[config.mk]
export PLATFORM = sky130hd
export DESIGN_NAME = shared_reg_arbiter
export DESIGN_NICKNAME = d
export VERILOG_FILES = /design/src/rtl/shared_reg_arbiter.sv
export SDC_FILE = /design/constraint.sdc
export NUM_CORES = 1
export LEC_CHECK = 0
export CORE_MARGIN = 2
export CORE_UTILIZATION = 39
export CTS_CLUSTER_DIAMETER = 80
export DETAILED_ROUTE_END_ITERATION = 10
export GPL_TIMING_DRIVEN = 0
export PLACE_DENSITY = 0.79
export SLEW_MARGIN = 10
export SYNTH_ARGS = -nofsm -noshare
export SYNTH_HDL_FRONTEND = slang
export SYNTH_SLANG_ARGS = --single-unit
export TNS_END_PERCENT = 30
[constraint.sdc]
create_clock -name clk -period 1.7 [get_ports clk]
set_clock_uncertainty 0.05 [all_clocks]
set_input_delay 0.34 -clock clk [delete_from_list [all_inputs] [get_ports clk]]
set_output_delay 0.34 -clock clk [all_outputs]
set_load 0.02 [all_outputs]
[src/rtl/shared_reg_arbiter.sv]
// Round-robin arbiter and write sequencer for one shared register.
// Optional LOCK burst mode enabled by defining SHARED_REG_LOCK_EN.
module shared_reg_arbiter #(
   parameter int N        = 4,
   parameter int WIDTH    = 8,
   parameter int MAX_LOCK = 8
) (
   input  logic                   clk,
   input  logic                   reset,
   input  logic [N-1:0]           req,
   input  logic [N*WIDTH-1:0]     wdata,
`ifdef SHARED_REG_LOCK_EN
   input  logic [N-1:0]           lock,
`endif
   output logic [N-1:0]           gnt,
   output logic [WIDTH-1:0]       Q,
   output logic [$clog2(N)-1:0]   owner,
   output logic                   valid
);

   localparam int IW = $clog2(N);
   localparam int CW = (MAX_LOCK > 1) ? $clog2(MAX_LOCK) : 1;

   if (N < 2 || N > 16 || MAX_LOCK < 1) begin : g_bad_param
      $error("shared_reg_arbiter: illegal parameter value");
   end

`ifdef SHARED_REG_LOCK_EN
   typedef enum logic [1:0] {IDLE, GRANT, LOCK} state_t;
`else
   typedef enum logic [1:0] {IDLE, GRANT} state_t;
`endif

   state_t           state_q, state_d;
   logic [N-1:0]     gnt_q, gnt_d;
   logic [WIDTH-1:0] q_q, q_d;
   logic [IW-1:0]    owner_q, owner_d;
   logic             valid_q, valid_d;
   logic [IW-1:0]    ptr_q, ptr_d;
   logic [IW-1:0]    sel_q, sel_d;
`ifdef SHARED_REG_LOCK_EN
   logic [CW-1:0]    cnt_q, cnt_d;
`endif

   logic [IW-1:0]    win;
   logic [IW:0]      idx;
   logic             found;
   logic [WIDTH-1:0] slice;

   // First requester at or after the pointer, wrapping modulo N
   always_comb begin
      win   = ptr_q;
      found = 1'b0;
      idx   = '0;
      for (int k = 0; k < N; k++) begin
         idx = {1'b0, ptr_q} + (IW+1)'(k);
         if (idx >= (IW+1)'(N)) idx = idx - (IW+1)'(N);
         if (!found && req[idx[IW-1:0]]) begin
            win   = idx[IW-1:0];
            found = 1'b1;
         end
      end
   end

   assign slice = wdata[int'(sel_q)*WIDTH +: WIDTH];

   always_comb begin
      state_d = state_q;
      gnt_d   = gnt_q;
      q_d     = q_q;
      owner_d = owner_q;
      valid_d = valid_q;
      ptr_d   = ptr_q;
      sel_d   = sel_q;
`ifdef SHARED_REG_LOCK_EN
      cnt_d   = cnt_q;
`endif
      unique case (state_q)
         IDLE: begin
            gnt_d = '0;
            if (found) begin
               gnt_d[win] = 1'b1;
               sel_d      = win;
               state_d    = GRANT;
            end
         end
         GRANT: begin
            q_d     = slice;
            owner_d = sel_q;
            valid_d = 1'b1;
            ptr_d   = (sel_q == IW'(N-1)) ? '0 : sel_q + 1'b1;
            gnt_d   = '0;
            state_d = IDLE;
`ifdef SHARED_REG_LOCK_EN
            if (lock[sel_q]) begin
               gnt_d   = gnt_q;
               cnt_d   = '0;
               state_d = LOCK;
            end
`endif
         end
`ifdef SHARED_REG_LOCK_EN
         LOCK: begin
            if (req[sel_q]) q_d = slice;
            cnt_d = cnt_q + 1'b1;
            if (!lock[sel_q] || cnt_q == CW'(MAX_LOCK-1)) begin
               gnt_d   = '0;
               state_d = IDLE;
            end
         end
`endif
         default: begin
            gnt_d   = '0;
            state_d = IDLE;
         end
      endcase
   end

   always_ff @(posedge clk) begin
      if (reset) begin
         state_q <= IDLE;
         gnt_q   <= '0;
         q_q     <= '0;
         owner_q <= '0;
         valid_q <= 1'b0;
         ptr_q   <= '0;
         sel_q   <= '0;
`ifdef SHARED_REG_LOCK_EN
         cnt_q   <= '0;
`endif
      end else begin
         state_q <= state_d;
         gnt_q   <= gnt_d;
         q_q     <= q_d;
         owner_q <= owner_d;
         valid_q <= valid_d;
         ptr_q   <= ptr_d;
         sel_q   <= sel_d;
`ifdef SHARED_REG_LOCK_EN
         cnt_q   <= cnt_d;
`endif
      end
   end

   assign gnt   = gnt_q;
   assign Q     = q_q;
   assign owner = owner_q;
   assign valid = valid_q;

endmodule

==> results.py <==
metrics = {
    "status": {
        "status": "completed",
    },
    "drt": {
        "routedWlPerCell_um": 13.8,
        "remaining_drc_errors": 0,
        "vias": 928,
        "final_antenna_net_count": 0,
        "via_per_inst": 5.24,
        "first_pass_iters": 4,
        "drt_iter0_markers": 8,
        "wirelength_um": 2440,
    },
    "synthesis": {
        "syn-num-nets": 132,
        "synthArstFlopShare": 0,
        "synth_edf_count": 0,
        "synth-warning-count": 0,
        "ys.flop_type": "dfxtp_1",
        "syn_area_per_cell_sq_um": 11.1,
        "syn_area_sq_mm": 0.00104,
        "synthCells": 93,
        "yosys.cell_types.count": 30,
        "synth_seq_cells": 20,
        "ys_seq_area_frac": 0.386,
    },
    "floorplanning": {
        "die_area_sq_mm": 0.00308,
        "row_count": 18,
        "top_level_ports": 53,
        "die_h_um": 55.5,
        "fp.coreArea_sq_mm": 0.00250,
        "die_w_um": 55.5,
        "start_util": 0.414,
    },
    "final_layout": {
        "fin_util": 0.647,
        "ff_latch_area_sq_um": 400,
        "syn_to_final_growth_pct": 56.0,
        "multiInputGateArea_sq_um": 592,
        "layout_commonest_cell": "clkdlybuf4s50_1",
        "layout.nets": 188,
        "fillers": 225,
        "stdcell_area_sq_mm": 0.00162,
        "mostFrequentLayoutCells": "clkdlybuf4s50_1 (47), dfxtp_1 (20), nor2_1 (20)",
        "antenna_cells": 0,
        "drive_gt1_frac": 0.163,
    },
    "critical_path": {
        "endpoint": "Q[1]",
        "worstRegToRegCells": 4,
        "critPathBufInv": 1,
        "crit_required_ns": 1.31,
        "cp.arrival_ns": 1.25,
        "worst-path-max-fanout": 2,
        "start_kind": "flop",
        "reg2reg_slack_ns": 0.21,
        "max_stage_delay_ns": 0.61,
        "cp_top_family": "buffers and inverters",
        "r2r_end": "Q[7]",
        "worstPathCellList": "clkdlybuf4s50_1",
        "startpoint": "Q[1]",
        "r2r-start": "sel_q[0]",
        "crit_path_end_kind": "primary output",
        "path_class": "flop to primary output",
        "path_depth": 1,
        "cp_slowest_cell": "clkdlybuf4s50_1",
    },
    "place": {
        "dpl.hpwl_um": 1970,
        "portBuffers": 51,
        "place.gp.congestion": 0.792,
        "placement.cell_area_sq_mm": 0.00158,
    },
    "min_path": {
        "hold_class": "input port to flop",
    },
    "timing": {
        "tightest_slew_ns": 0.425,
        "finalHoldViolCount": 0,
        "drv_slew": 0,
        "fmax_mhz": 610,
        "period_share": 0.964,
        "slew_headroom": 0.717,
        "layout_min_cycle_time_ns": 1.64,
        "finalSetupViolations": 0,
        "rsz0062_at_grt": "false",
    },
    "global_route": {
        "antenna_found_initial": 0,
        "grt_max_degree": 11,
        "grt_pass1_vias": 932,
        "grt_pass1_wl_um": 4010,
        "grt-ovfl-total": 0,
        "grt.total_usage": 0.165,
    },
    "cts": {
        "cts_made_buffers": 3,
        "cts_tree": "built",
        "ctsLongestPathBuffers": 2,
        "clk_latency_ns": 0.29,
        "cts_sinks": 20,
        "clk_pin_slew_worst_paths_ns": 0.11,
        "htreeDepth": 1,
        "cts_setup_buffers": 0,
        "cts_root_buffer": "clkbuf_4",
    },
    "pwr": {
        "power.static_leakage_uw": 0.000681,
        "ir_drop_uv": 422,
        "power_density_mw_per_mm2": 682,
    },
    "flow_run": {
        "max-cap-violations": 0,
    },
}
final cells by class:
class                   instances  area share
multi-input cells              67       0.366
well taps                      30      0.0232
repair buffers                 51       0.322
flip-flops and latches         20       0.248
clock buffers                   3      0.0139
plain buffers                   6      0.0271
routing by layer:
| layer | wire length, um | track usage |
|---|---|---|
| met2 | 1250 | 0.298 |
| met3 | 261 | 0.0609 |
| met5 | 0 | 0 |
| met4 | 15 | 0.0453 |
| met1 | 907 | 0.180 |
state kept, by name, summed over array words and instances (netlist names):
| signal | flops |
|---|---|
| owner | 2 |
| ptr_q | 2 |
| valid | 1 |
| gnt | 4 |
| sel_q | 2 |
| Q | 8 |
| state_q | 1 |
what timing repair did:
action                                 CTS  global route
hold buffers                             0             0
setup endpoints to repair                0             4
resized for setup                        0             4
endpoints found under the hold margin    0             0
worst min-delay path by stage:
| stage | startpoint | endpoint | slack (ns) | cells past startpoint |
|---|---|---|---|---|
| global placement | valid | valid | 0.40 | 2 |
| detailed placement | valid | valid | 0.41 | 2 |
| finish | reset | gnt[0] | 0.23 | 2 |
| floorplan | req[3] | gnt[3] | 0.45 | 2 |
| global route | reset | gnt[0] | 0.22 | 2 |
| CTS | reset | gnt[0] | 0.22 | 2 |
where the power goes:
group	leakage [uW]	switching (uW)	internal [uW]	total [uW]
clock network	0.0000138	137	82.4	219
registers	0.000164	20.7	503	524
logic	0.000503	146	214	360
total	0.000681	303	800	1100
logic make-up (layout without fill, tap and decap cells):
logic type	Yosys count	in the layout	share of synthesized area
and+or+nand+nor	31	31	0.149
muxes	20	20	0.290
DFF	20	20	0.386
AOI/OAI and AO/OA	15	15	0.121
buffers and inverters	6	60	0.0423
adders and majority gates	1	1	0.0121
metrics by stage:
stage	total power (uW)	hold WS (ns)	worst slack, ns	std cells	TNS (ns)
after floorplan	731	0.450	0.328	93	0
after CTS	1120	0.224	0.0327	177	0
after detailed placement	898	0.410	-0.159	174	-0.584
after global routing	1170	0.223	0.00288	177	0
final	1100	0.231	0.0611	177	0
after global placement	888	0.399	-0.0825	174	-0.348
synth_stat cells (2+ instances only):
library cell	number	area (sq um)
dfxtp_1	20	400
nor2_1	20	75.1
mux2i_1	12	120
mux4_2	8	180
a21oi_1	3	15.0
nand2_1	3	11.3
buf_2	2	10.0
buf_6	2	22.5
nor2b_1	2	12.5
No activity file was read; power rests on OpenSTA's default activity.
